File: config.mk
export PLATFORM = sky130hd
export DESIGN_NAME = exec_seq_flat
export DESIGN_NICKNAME = d
export VERILOG_FILES = /design/src/rtl/exec_seq_pkg.sv /design/src/rtl/exec_seq_if.sv /design/src/rtl/exec_seq_tag_delay.sv /design/src/rtl/exec_seq.sv /design/src/flat_wrapper.sv
export SDC_FILE = /design/constraint.sdc
export NUM_CORES = 1
export LEC_CHECK = 0
export BUFFER_PORTS_ARGS = -buffer_cell sky130_fd_sc_hd__buf_4
export CORE_AREA = 2 2 105 182
export CTS_BUF_LIST = sky130_fd_sc_hd__clkbuf_4 sky130_fd_sc_hd__clkbuf_8
export CTS_CLUSTER_DIAMETER = 120
export CTS_CLUSTER_SIZE = 8
export DETAILED_ROUTE_END_ITERATION = 7
export DIE_AREA = 0 0 107 184
export HOLD_SLACK_MARGIN = 0.08
export PLACE_DENSITY_LB_ADDON = 0.25
export SYNTH_ARGS = -nofsm -noshare
export SYNTH_HDL_FRONTEND = slang
export SYNTH_HIERARCHICAL = 1
export SYNTH_SLANG_ARGS = --single-unit
File: constraint.sdc
create_clock -name clk -period 7.8 [get_ports clk]
set_input_delay 1.56 -clock clk [delete_from_list [all_inputs] [get_ports clk]]
set_output_delay 1.56 -clock clk [all_outputs]
set_load 0.02 [all_outputs]
File: src/rtl/exec_seq_pkg.sv
// Shared types for the exec_seq run sequencer.
// FSM states, default address width and the tap tag.
package exec_pkg;

  localparam int AW_DEF = 12;

  typedef enum logic [1:0] {
    IDLE,
    RUN,
    DRAIN
  } exec_st_t;

  typedef struct packed {
    logic              first;
    logic              last;
    logic [AW_DEF-1:0] oa;
  } tag_t;

endpackage

File: src/rtl/exec_seq_if.sv
// Control, src/weight issue and dst write bundle
// between the host/core and the exec_seq sequencer.
interface exec_seq_if #(
  parameter int AW = exec_pkg::AW_DEF
) ();

  logic          start;
  logic [AW-1:0] in_n;
  logic [AW-1:0] out_n;
  logic [AW-1:0] in_base;
  logic [AW-1:0] w_base;
  logic [AW-1:0] o_base;
  logic          src_v;

  logic          busy;
  logic          done;
  logic          exec;
  logic [AW-1:0] ia;
  logic [AW-1:0] wa;
  logic          acc_v;
  logic          init;
  logic          outr;
  logic [AW-1:0] oa;

  modport master (
    output start, in_n, out_n,
    output in_base, w_base, o_base,
    output src_v,
    input  busy, done, exec, ia, wa,
    input  acc_v, init, outr, oa
  );

  modport slave (
    input  start, in_n, out_n,
    input  in_base, w_base, o_base,
    input  src_v,
    output busy, done, exec, ia, wa,
    output acc_v, init, outr, oa
  );

endinterface

File: src/rtl/exec_seq_tag_delay.sv
// Fixed-depth shift register of a tag plus valid bit.
// Shifts every cycle; any_v reports an occupied slot.
module tag_delay #(
  parameter int  DEPTH = 1,
  parameter type T     = exec_pkg::tag_t
) (
  input  logic clk,
  input  logic rst_n,
  input  logic in_v,
  input  T     in_d,
  output logic out_v,
  output T     out_d,
  output logic any_v
);

  logic [DEPTH-1:0] v;
  T                 d [DEPTH];

  always_ff @(posedge clk or negedge rst_n) begin
    if (!rst_n) begin
      v <= '0;
      for (int i = 0; i < DEPTH; i++)
        d[i] <= '0;
    end else begin
      v[0] <= in_v;
      d[0] <= in_d;
      for (int i = 1; i < DEPTH; i++) begin
        v[i] <= v[i-1];
        d[i] <= d[i-1];
      end
    end
  end

  assign out_v = v[DEPTH-1];
  assign out_d = d[DEPTH-1];
  assign any_v = |v;

endmodule

File: src/rtl/exec_seq.sv
// Run sequencer: walks the out_n x in_n tap nest,
// issues src/weight reads and times dst_buf writes.
module exec_seq #(
  parameter int CORE_LAT = 2,
  parameter int AW       = exec_pkg::AW_DEF
) (
  input  logic       clk,
  input  logic       rst_n,
  exec_seq_if.slave  bus
);
  import exec_pkg::*;

  typedef struct packed {
    logic          first;
    logic          last;
    logic [AW-1:0] oa;
  } tagw_t;

  localparam logic [AW-1:0] ONE = 1;

  exec_st_t      st, nxt;
  logic [AW-1:0] k, o, w_ofs;
  logic [AW-1:0] n_in, n_out;
  logic [AW-1:0] b_in, b_w, b_o;

  logic  issue, k_end, run_end, empty_req;
  logic  a_v, a_any, l_v, l_any, pipe_any;
  logic  outr_i;
  tagw_t tag, a_d, l_d;
  logic  unused_tag;

  assign empty_req = (bus.in_n == '0) ||
                     (bus.out_n == '0);
  assign issue     = (st == RUN) && !bus.src_v;
  assign k_end     = (k == n_in - ONE);
  assign run_end   = k_end && (o == n_out - ONE);
  assign pipe_any  = a_any | l_any;

  always_comb begin
    nxt = st;
    unique case (st)
      IDLE: if (bus.start)
              nxt = empty_req ? DRAIN : RUN;
      RUN:  if (issue && run_end)
              nxt = DRAIN;
      DRAIN: if (!pipe_any)
              nxt = IDLE;
      default: nxt = IDLE;
    endcase
  end

  always_ff @(posedge clk or negedge rst_n) begin
    if (!rst_n) st <= IDLE;
    else        st <= nxt;
  end

  always_ff @(posedge clk or negedge rst_n) begin
    if (!rst_n) begin
      k     <= '0;
      o     <= '0;
      w_ofs <= '0;
      n_in  <= '0;
      n_out <= '0;
      b_in  <= '0;
      b_w   <= '0;
      b_o   <= '0;
    end else if (st == IDLE && bus.start) begin
      k     <= '0;
      o     <= '0;
      w_ofs <= '0;
      n_in  <= bus.in_n;
      n_out <= bus.out_n;
      b_in  <= bus.in_base;
      b_w   <= bus.w_base;
      b_o   <= bus.o_base;
    end else if (issue) begin
      // weight offset runs linearly across the whole nest
      w_ofs <= w_ofs + ONE;
      if (k_end) begin
        k <= '0;
        o <= o + ONE;
      end else begin
        k <= k + ONE;
      end
    end
  end

  assign tag.first = (k == '0);
  assign tag.last  = k_end;
  assign tag.oa    = b_o + o;

  tag_delay #(
    .DEPTH (1),
    .T     (tagw_t)
  ) u_acc (
    .clk   (clk),
    .rst_n (rst_n),
    .in_v  (issue),
    .in_d  (tag),
    .out_v (a_v),
    .out_d (a_d),
    .any_v (a_any)
  );

  tag_delay #(
    .DEPTH (CORE_LAT),
    .T     (tagw_t)
  ) u_lat (
    .clk   (clk),
    .rst_n (rst_n),
    .in_v  (issue),
    .in_d  (tag),
    .out_v (l_v),
    .out_d (l_d),
    .any_v (l_any)
  );

  assign unused_tag = &{1'b0, a_d.last,
                        a_d.oa, l_d.first};

  assign outr_i    = l_v & l_d.last;
  assign bus.busy  = (st != IDLE);
  assign bus.done  = (st == DRAIN) && !pipe_any;
  assign bus.exec  = issue;
  assign bus.ia    = issue ? b_in + k : '0;
  assign bus.wa    = issue ? b_w + w_ofs : '0;
  assign bus.acc_v = a_v;
  assign bus.init  = a_v & a_d.first;
  assign bus.outr  = outr_i;
  assign bus.oa    = outr_i ? l_d.oa : '0;

endmodule

File: src/flat_wrapper.sv
// flat-port wrapper written by rule: the top's interface ports become plain ports
module exec_seq_flat import exec_pkg::*;
#(
  parameter int CORE_LAT = 2,
  parameter int AW       = exec_pkg::AW_DEF
)
  (clk, rst_n, bus_start, bus_in_n, bus_out_n, bus_in_base, bus_w_base, bus_o_base, bus_src_v, bus_busy, bus_done, bus_exec, bus_ia, bus_wa, bus_acc_v, bus_init, bus_outr, bus_oa);
  exec_seq_if #(.AW(AW)) bus_i ();
  input  logic clk;
  input  logic rst_n;
  input wire logic [$bits(bus_i.start)-1:0] bus_start;
  input wire logic [$bits(bus_i.in_n)-1:0] bus_in_n;
  input wire logic [$bits(bus_i.out_n)-1:0] bus_out_n;
  input wire logic [$bits(bus_i.in_base)-1:0] bus_in_base;
  input wire logic [$bits(bus_i.w_base)-1:0] bus_w_base;
  input wire logic [$bits(bus_i.o_base)-1:0] bus_o_base;
  input wire logic [$bits(bus_i.src_v)-1:0] bus_src_v;
  output wire logic [$bits(bus_i.busy)-1:0] bus_busy;
  output wire logic [$bits(bus_i.done)-1:0] bus_done;
  output wire logic [$bits(bus_i.exec)-1:0] bus_exec;
  output wire logic [$bits(bus_i.ia)-1:0] bus_ia;
  output wire logic [$bits(bus_i.wa)-1:0] bus_wa;
  output wire logic [$bits(bus_i.acc_v)-1:0] bus_acc_v;
  output wire logic [$bits(bus_i.init)-1:0] bus_init;
  output wire logic [$bits(bus_i.outr)-1:0] bus_outr;
  output wire logic [$bits(bus_i.oa)-1:0] bus_oa;
  assign bus_i.start = bus_start;
  assign bus_i.in_n = bus_in_n;
  assign bus_i.out_n = bus_out_n;
  assign bus_i.in_base = bus_in_base;
  assign bus_i.w_base = bus_w_base;
  assign bus_i.o_base = bus_o_base;
  assign bus_i.src_v = bus_src_v;
  assign bus_busy = bus_i.busy;
  assign bus_done = bus_i.done;
  assign bus_exec = bus_i.exec;
  assign bus_ia = bus_i.ia;
  assign bus_wa = bus_i.wa;
  assign bus_acc_v = bus_i.acc_v;
  assign bus_init = bus_i.init;
  assign bus_outr = bus_i.outr;
  assign bus_oa = bus_i.oa;
  exec_seq #(.CORE_LAT(CORE_LAT), .AW(AW)) u_core (.clk(clk), .rst_n(rst_n), .bus(bus_i));
endmodule
Word-level counts from Yosys, hierarchy flattened
Cells that the tools add are included.
{"block": "word_totals", "regBits": 128, "in_bits": 64, "word_cells": 68, "output_inout_bits": 42}
{"block": "classes", "n_mux": 16, "reduce_logical": 18, "n_bitwise": 3, "addsub": 8, "eq_ne": 7}
{"operator": "$mux W12", "count": 11}
{"operator": "$add A12 B1 Y12 const B", "count": 3}
{"operator": "$add A12 B12 Y12", "count": 3}
{"operator": "$logic_not A12 Y1", "count": 3}
{"operator": "$eq A12 B12 Y1", "count": 2}
{"operator": "$sub A12 B1 Y12 const B", "count": 2}
{"operator": "$mux W2", "count": 4}
{"operator": "$ne A2 B2 Y1 const B", "count": 3}
{"operator": "$pmux W2 S3", "count": 1}
{"operator": "$reduce_bool A2 Y1", "count": 3}
{"operator": "$logic_and A1 B1 Y1", "count": 5}
{"operator": "$reduce_and A3 Y1", "count": 1}
{"operator": "$and A1 B1 Y1", "count": 2}
{"operator": "$eq A2 B1 Y1 const B", "count": 1}
{"operator": "$eq A2 B2 Y1 const B", "count": 1}
{"operator": "$logic_not A1 Y1", "count": 2}
{"operator": "$logic_not A2 Y1", "count": 1}
{"operator": "$reduce_and A2 Y1", "count": 1}
{"operator": "$reduce_or A2 Y1", "count": 1}
{"operator": "$logic_or A1 B1 Y1", "count": 1}
{"operator": "$or A1 B1 Y1", "count": 1}

Longest topological paths before layout
Gate-level depths: netlist of the first run.
{"block": "depth", "word_depth": 6, "depth_mapped": 10, "ltp_nobuf": 9}

Hierarchy
Netlist of the first run, hierarchy kept.
{"mod": "exec_seq", "seq_area_each_um2": 2452.4, "instances": 1, "area_each_um2": 6797.8, "cells_per_inst": 840}
{"mod": "tag_delay at u_core.u_lat", "seq_area_each_um2": 750.7, "instances": 1, "area_each_um2": 862.1, "cells_per_inst": 45}
{"mod": "tag_delay at u_core.u_acc", "seq_area_each_um2": 375.4, "instances": 1, "area_each_um2": 382.9, "cells_per_inst": 16}

Least setup slack after synthesis of the first run
Ideal clock, no wire load.
{"block": "synth_timing", "path_kind": "input to output", "startpoint": "input port bus_src_v", "endpoint": "output port bus_ia[6]", "arrival_time_ns": 3.266, "cell_stages": 7, "setup_slack_ns": 2.974, "required_ns": 6.240, "path_buffers": 3, "path_cell_list": "or2_2 > clkbuf_1 > inv_1 > clkbuf_1 > clkbuf_1 > o21ai_0 > a21oi_1"}
{"block": "synth_between", "elab_chain_len": 3}
{"item": "from (decl)", "line_no": "flat_wrapper.sv:17", "source": "input wire logic [$bits(bus_i.src_v)-1:0] bus_src_v;"}
{"item": "$logic_not A1 Y1", "line_no": "exec_seq.sv:34", "source": "assign issue = (st == RUN) && !bus.src_v;"}
{"item": "$logic_and A1 B1 Y1", "line_no": "exec_seq.sv:34"}
{"item": "named net bus_exec", "line_no": "flat_wrapper.sv:20", "source": "output wire logic [$bits(bus_i.exec)-1:0] bus_exec;"}
{"item": "$mux W12", "line_no": "exec_seq.sv:125", "source": "assign bus.ia = issue ? b_in + k : '0;"}
{"item": "to (decl)", "line_no": "flat_wrapper.sv:21", "source": "output wire logic [$bits(bus_i.ia)-1:0] bus_ia;"}
The timed path passes the listed nets, and every way through them passes these cells.

Worst setup path in the final report of the first run
{"block": "layout_timing", "startpoint": "input port bus_src_v", "endpoint": "output port bus_ia[6]"}
{"block": "layout_between", "elab_chain_len": 3}
{"item": "$logic_not A1 Y1", "line_no": "exec_seq.sv:34"}
{"item": "$logic_and A1 B1 Y1", "line_no": "exec_seq.sv:34"}
{"item": "$mux W12", "line_no": "exec_seq.sv:125"}
Every way passes these cells.

==> flow_metrics.tcl, run 1 <==
set metrics [dict create \
    p_switching_uw 1170 \
    diodes 0 \
    hold_path_depth 0 \
    vias 6455 \
    die_x_um 107 \
    die-area_um2 19700 \
    rr_startpoint "u_core/n_in[3]" \
    gp_congestion 0.841 \
    critPathLaunch "bus_src_v" \
    avgSynthCellArea_um2 8.66 \
    hpwl_mm 14.3 \
    clk_pin_slew_ns 0.07 \
    start_util 0.422 \
    cts.sinks 128 \
    power_density_nw_per_um2 322 \
    slew-limit-headroom 0.426 \
    crit_chain "buf_4 -> or2_2 -> inv_1 -> buf_4 -> o21ai_0 -> a21oi_1 -> buf_4" \
    wirelength_mm 19.5 \
    crit_top_cell "buf_4" \
    drc 0 \
    grt_use_total 0.211 \
    pwr-share-clk 0.211 \
    vias_per_cell 5.36 \
    ctsResizeCount 0 \
    critPathMaxStageDelay_ns 0.52 \
    crit_type "primary input to output port" \
    coreArea_um2 18100 \
    grt_max_degree 86 \
    crit_cells 7 \
    final_common_cell "nand2_1" \
    p_sw_frac 0.408 \
    firstDrtPassIters 5 \
    antenna_found_initial 0 \
    area_growth_pct 16.7 \
    p_total_uw 2880 \
    reg2reg_depth 7 \
    die_h_um 184 \
    final_cell_mix "207 x nand2_1, 128 x dfrtp_1, 110 x buf_4" \
    crit_family "buffers and inverters" \
    root_buffer "clkbuf_8" \
    cp_num_buf_inv 4 \
    worst_pin_slew_ns 0.861 \
    yosys_warnings 6 \
    layout.nets 1064 \
    cap_violations 0 \
    drtAntennaViolNets 0 \
    cp_data_required_time_ns 6.24 \
    drtIter0Drc 292 \
    intPower_uw 1710 \
    drt-wirelength-per-cell_um 16.2 \
    cts_buffers 17 \
    grt_pass1_vias 6557 \
    peakVddDrop_uv 186 \
    finalHoldViolations 0 \
    pin_count 106 \
    cp-end-kind "output port" \
    rows 65 \
    final_max_slew_viol_count 0 \
    insertion_delay_ns 0.44 \
    portBuffers 105 \
    hp-class "flip-flop to flip-flop" \
    min_from "u_core/u_lat/d[16]" \
    fin_crit_ns 4.83 \
    p_comb_frac 0.406 \
    leakage_uw 0.00436 \
    syn-cell-area_um2 7660 \
    fin_skew_ns 0.0167 \
    setup_viol 0 \
    worstPathMaxFanout 26 \
    max_freq_mhz 207 \
    tritoncts "done" \
    arrival_ns 3.27 \
    htree_num_levels 4 \
    status "complete, no violations" \
    synth_nets 991 \
    fill_cells 1764 \
    finalSetupTns_ns 0 \
    fin_crit_sh 0.619 \
    grt_overflow 0 \
    layout_setup_ws_ns 2.97 \
    pre_cts_ws_ns 2.95 \
    ctsHoldBuffers 0 \
    grt_pass1_wl_mm 32.4 \
    cts_buffer_depth 2 \
    netlist_instances 885 \
    rsz0062_at_grt "no" \
    startpoint_type "primary input" \
    drive_above_1_share 0.162 \
    seqPwrFrac 0.383 \
    post-cts-setup-buffers 0 \
    crit_slowest_cell "or2_2" \
    post-route-util 0.493 \
]
power groups by stage:
stage | registers, µW | clock network (µW) | logic, µW
5_1_grt | 1140 | 651 | 1330
3_5_place_dp | 1120 | 0 | 1170
4_1_cts | 1110 | 628 | 1180
2_1_floorplan | 1040 | 0 | 907
6_report | 1100 | 607 | 1170
3_3_place_gp | 1110 | 0 | 1160
per-layer routing:
metal  share of wire  vias to the layer above  track usage  routed length [µm]
met5               0                        -            0                   0
met4           0.031                        0       0.0982                 615
met3           0.029                       40       0.0344                 573
met2            0.55                      122        0.389               10800
met1            0.39                     3098        0.233                7520
li1                -                     3195            -                   -
worst paths after layout:
kind / slack [ns] / to
min in group asynchronous: 1.21 / u_core/u_lat/out_d[9]
hold reg to reg: 0.35 / u_core/u_lat/out_d[2]
hold / removal: 0.35 / u_core/u_lat/out_d[2]
setup reg to reg: 4.47 / u_core/o[7]
setup / recovery: 2.97 / bus_ia[6]
max in group asynchronous: 5.23 / u_core/b_w[7]
per-stage QoR:
stage / hold WS [ns] / instance area, µm² / std cells
after floorplan: 0.331 / 7660 / 885
after global placement: 0.334 / 8520 / 1173
after detailed placement: 0.336 / 8520 / 1173
after CTS: 0.355 / 8940 / 1205
after global routing: 0.356 / 8940 / 1205
final: 0.351 / 8940 / 1205
registers in the layout, summed over array words and instances, names as in the netlist:
name and cells:
u_core/o 12, u_core/u_acc/out_d 1, u_core/u_lat/out_d 13, u_core/u_lat/d 13, u_core/b_w 12, u_core/k 12
u_core/u_lat/v 2, u_core/w_ofs 12, u_core/n_out 12, u_core/n_in 12, u_core/st 2, u_core/b_in 12
u_core/u_acc/any_v 1, u_core/b_o 12
final cells by class:
cell class	instances	area, µm²	share of cell area
inverters	28	105	0.0118
multi-input cells	673	4090	0.457
clock inverters	12	158	0.0176
flip-flops and latches	128	3200	0.358
clock buffers	20	269	0.0301
repair buffers	110	826	0.0923
well taps	234	293	0.0327
(Power assumes the default switching activity.)
==> run 2: changes to the inputs <==
- clock period: 7.8 -> 4.4 ns (I/O delays scaled with it)
==> flow_metrics.tcl, run 2 (synthesized netlist as in run 1, its figures left out) <==
set metrics [dict create \
    status "complete, no violations" \
    min_from "u_core/u_lat/d[25]" \
    ctsResizeCount 0 \
    hp-class "flip-flop to flip-flop" \
    vias_per_cell 5.38 \
    cp-end-kind "output port" \
    rows 65 \
    placedInstanceArea_um2 8540 \
    cts.sinks 128 \
    layout.nets 1066 \
    fill_cells 1746 \
    design_area_um2 8970 \
    worst_pin_slew_ns 0.917 \
    critPathLaunch "u_core/k[0]" \
    fin_crit_ns 3.73 \
    arrival_ns 2.85 \
    cp_data_required_time_ns 3.52 \
    final_cell_mix "207 x nand2_1, 128 x dfrtp_1, 111 x buf_4" \
    portBuffers 105 \
    r2r_end "u_core/st[0]" \
    tritoncts "done" \
    max_freq_mhz 268 \
    finalHoldViolations 0 \
    power_density_nw_per_um2 575 \
    htree_num_levels 4 \
    fin_skew_ns 0.0106 \
    drc 0 \
    die_x_um 107 \
    root_buffer "clkbuf_8" \
    antenna_found_initial 0 \
    area_growth_pct 17.2 \
    drt-wirelength-per-cell_um 16.7 \
    gp_congestion 0.876 \
    rr_startpoint "u_core/n_in[3]" \
    crit_slowest_cell "dfrtp_1" \
    coreArea_um2 18100 \
    grt_max_degree 68 \
    holdPathEnd "u_core/u_lat/out_d[11]" \
    cts_buffer_depth 2 \
    ctsHoldBuffers 0 \
    drtAntennaViolNets 0 \
    setup_viol 0 \
    clk_pin_slew_ns 0.08 \
    crit_chain "ha_1 -> fa_1 -> a21o_1 -> a21oi_1 -> o21a_1 -> o21ai_0 -> and3_1 -> nor3_1 -> buf_4" \
    slew-limit-headroom 0.386 \
    rsz0062_at_grt "no" \
    diodes 0 \
    post-cts-setup-buffers 0 \
    grt_use_total 0.213 \
    startpoint_type "flip-flop" \
    reg2reg_depth 6 \
    crit_type "flip-flop to output port" \
    die-area_um2 19700 \
    firstDrtPassIters 5 \
    grt_pass1_wl_mm 32.5 \
    hold_path_depth 0 \
    peakVddDrop_uv 212 \
    grt_overflow 0 \
    pin_count 106 \
    hpwl_mm 15.1 \
    drive_above_1_share 0.163 \
    fin_crit_sh 0.847 \
    drtIter0Drc 303 \
    crit_family "compound AO/OA/AOI/OAI gates" \
    finalSetupTns_ns 0 \
    cts_buffers 17 \
    critPathMaxStageDelay_ns 0.46 \
    final_max_slew_viol_count 0 \
    insertion_delay_ns 0.43 \
    cp_num_buf_inv 1 \
    die_h_um 184 \
    reg2reg_slack_ns 1.42 \
    vias 6488 \
    leakage_uw 0.00438 \
    start_util 0.422 \
    final_common_cell "nand2_1" \
    worstPathMaxFanout 7 \
    wirelength_mm 20.2 \
    grt_pass1_vias 6536 \
    cap_violations 0 \
]
==> run 2: cell types whose count changed in the layout (fill, tap and decap cells not counted) <==
cell,before,now
inv_6,2,6
clkbuf_8,19,17
clkinv_2,2,0
inv_8,0,2
buf_12,0,1
buf_4,110,111
clkbuf_4,1,0
clkinvlp_4,3,2
==> run 2: layout make-up <==
type	count	area, µm²	area share
multi-input combinational	673	4090	0.456
sequential	128	3200	0.357
timing repair buffer	112	853	0.0951
tap	234	293	0.0326
clock buffer	17	234	0.0261
clock inverter	15	198	0.0220
inverter	28	105	0.0117
==> run 2: report_power, final <==
part / leakage [µW] / switching [µW] / internal (µW)
Clock: 0.000212 / 520 / 580
Sequential: 0.00164 / 360 / 1590
Combinational: 0.00253 / 1280 / 835
==> run 2: stage by stage <==
| stage | utilization | setup slack [ns] | cells | total power [µW] | hold slack [ns] |
|---|---|---|---|---|---|
| floorplan | - | 0.934 | 885 | 3440 | 0.331 |
| global placement | 0.471 | 1.10 | 1175 | 4060 | 0.332 |
| detailed placement | 0.471 | 1.06 | 1175 | 4090 | 0.335 |
| CTS | 0.495 | 0.670 | 1207 | 5210 | 0.356 |
| global route | 0.495 | 0.484 | 1207 | 5540 | 0.363 |
| finish | 0.495 | 0.674 | 1207 | 5160 | 0.353 |
==> run 2: worst max-delay path by stage <==
stage | end | slack (ns) | cells after the start
after floorplan | bus_ia[6] | 0.93 | 7
after global placement | bus_exec | 1.10 | 5
after detailed placement | bus_exec | 1.06 | 5
after CTS | bus_ia[10] | 0.67 | 9
after global routing | bus_ia[10] | 0.48 | 9
final | bus_ia[10] | 0.67 | 9
==> run 2: metal layers <==
layer / up-vias / GRT usage / wire, µm
met4: 0 / 0.102 / 643
li1: 3203 / - / -
met2: 125 / 0.408 / 11400
met5: - / 0 / 0
met3: 39 / 0.0333 / 603
met1: 3121 / 0.220 / 7520
==> run 3: changes to the inputs <==
- clock period: 4.4 -> 3.01 ns (I/O delays scaled with it)
==> flow_metrics.tcl, run 3 (synthesized netlist as in run 1, its figures left out) <==
set metrics [dict create \
    tritoncts "done" \
    antenna_found_initial 0 \
    violations "setup timing" \
    critPathLaunch "u_core/k[0]" \
    root_buffer "clkbuf_8" \
    final_max_slew_viol_count 0 \
    fin_crit_sh 1.04 \
    worst_pin_slew_ns 0.748 \
    grt_use_total 0.215 \
    final_cell_mix "207 x nand2_1, 148 x buf_4, 125 x dfrtp_1" \
    firstDrtPassIters 4 \
    seqPwrFrac 0.357 \
    vias_per_cell 5.38 \
    reg2reg_depth 8 \
    p_switching_uw 3280 \
    pwr-share-clk 0.207 \
    area_growth_pct 23.8 \
    die-area_um2 19700 \
    cp_num_buf_inv 1 \
    p_total_uw 7900 \
    rows 65 \
    cp_data_required_time_ns 2.41 \
    drt-wirelength-per-cell_um 16.4 \
    leakage_uw 0.00462 \
    startpoint_type "flip-flop" \
    peakVddDrop_uv 423 \
    placedInstanceArea_um2 8760 \
    cts_buffers 17 \
    drc 0 \
    fin_crit_ns 3.14 \
    fin_skew_ns 0.0250 \
    r2r_end "u_core/st[1]" \
    post-route-util 0.523 \
    final_common_cell "nand2_1" \
    cp-end-kind "output port" \
    crit_family "compound AO/OA/AOI/OAI gates" \
    reg2reg_slack_ns 0.24 \
    power_density_nw_per_um2 833 \
    vias 6714 \
    htree_num_levels 4 \
    grt_overflow 0 \
    finalHoldViolations 0 \
    crit_cells 9 \
    dp.cells 1201 \
    portBuffers 105 \
    p_comb_frac 0.436 \
    diodes 0 \
    rsz0062_at_grt "yes" \
    hpwl_mm 14.8 \
    clk_pin_slew_ns 0.10 \
    cts_buffer_depth 2 \
    critPathMaxStageDelay_ns 0.39 \
    gp_congestion 0.897 \
    grt_pass1_wl_mm 32.8 \
    wirelength_mm 20.5 \
    crit_slowest_cell "dfrtp_1" \
    layout.nets 1106 \
    crit_type "flip-flop to output port" \
    die_h_um 184 \
    crit_end "bus_ia[8]" \
    crit_chain "ha_2 -> fa_2 -> a21o_1 -> a21oi_2 -> o21a_1 -> o21bai_1 -> a21oi_1 -> mux2i_1 -> buf_4" \
    fill_cells 1706 \
    layout_setup_ws_ns -0.125 \
    rr_startpoint "u_core/n_in[3]" \
    worstPathMaxFanout 3 \
    setup_viol 7 \
    slew-limit-headroom 0.497 \
    start_util 0.422 \
    coreArea_um2 18100 \
    fin_cells 1247 \
    p_sw_frac 0.415 \
    pin_count 106 \
    design_area_um2 9490 \
    cap_violations 0 \
    drtAntennaViolNets 0 \
    grt_max_degree 85 \
    max_freq_mhz 319 \
    drtIter0Drc 335 \
    arrival_ns 2.53 \
    cts.sinks 128 \
    intPower_uw 4620 \
    grt_pass1_vias 6660 \
    status "finished with violations" \
    insertion_delay_ns 0.44 \
    die_x_um 107 \
    hp-class "primary input to async pin" \
    drive_above_1_share 0.231 \
]
[run 3: timing repair]
item | CTS | global route
pin swaps | 23 | 11
hold buffers | 0 | 0
resized for setup | 28 | 19
setup endpoints to repair | 12 | 14
setup buffers | 14 | 2
[run 3: layout make-up]
cell class	count	area (µm²)	share of cell area
tap	234	293	0.0309
timing repair buffer	152	1180	0.125
sequential	128	3210	0.338
inverter	28	105	0.0111
multi-input combinational	673	4270	0.450
clock inverter	15	198	0.0208
clock buffer	17	234	0.0247
[run 3: worst register-to-register path: cells and delay by family (launching register included)]
kind / cells / cell delay, ns
buffers and inverters: 2 / 0.44
AO/OA/AOI/OAI: 2 / 0.51
flip-flops: 1 / 0.45
AND/OR/NAND/NOR: 4 / 1.32
[run 3: per-layer routing]
metal  GRT usage  share of wire
met1       0.226           0.38
met2       0.413           0.56
met3      0.0315          0.024
met4      0.0966          0.035
met5           0              0
[run 3: worst min path at each step]
stage | depth (start not counted) | end | slack (ns)
5_1_grt | 1 | u_core/u_lat/d[22] | 0.14
4_1_cts | 1 | u_core/u_lat/out_d[6] | 0.11
6_report | 1 | u_core/u_lat/d[22] | 0.13
3_5_place_dp | 0 | u_core/u_lat/out_d[4] | 0.33
3_3_place_gp | 0 | u_core/u_lat/out_d[4] | 0.33
2_1_floorplan | 0 | u_core/b_in[0] | 0.31
[run 3: power groups by stage]
stage	sequential (µW)	clock, µW	combinational, µW
finish	2820	1630	3440
global route	2900	1760	3850
CTS	2820	1690	3370
detailed placement	2850	0	3230
global placement	2830	0	3200
floorplan	2680	0	2350
[run 3: metrics by stage]
stage                     TNS, ns  hold WS, ns  setup WS, ns
after floorplan                 0        0.306        0.0442
after global placement          0        0.333         0.174
after detailed placement        0        0.335         0.161
after CTS                  -0.498        0.109        -0.116
after global routing        -1.98        0.137        -0.259
final                      -0.423        0.126        -0.125
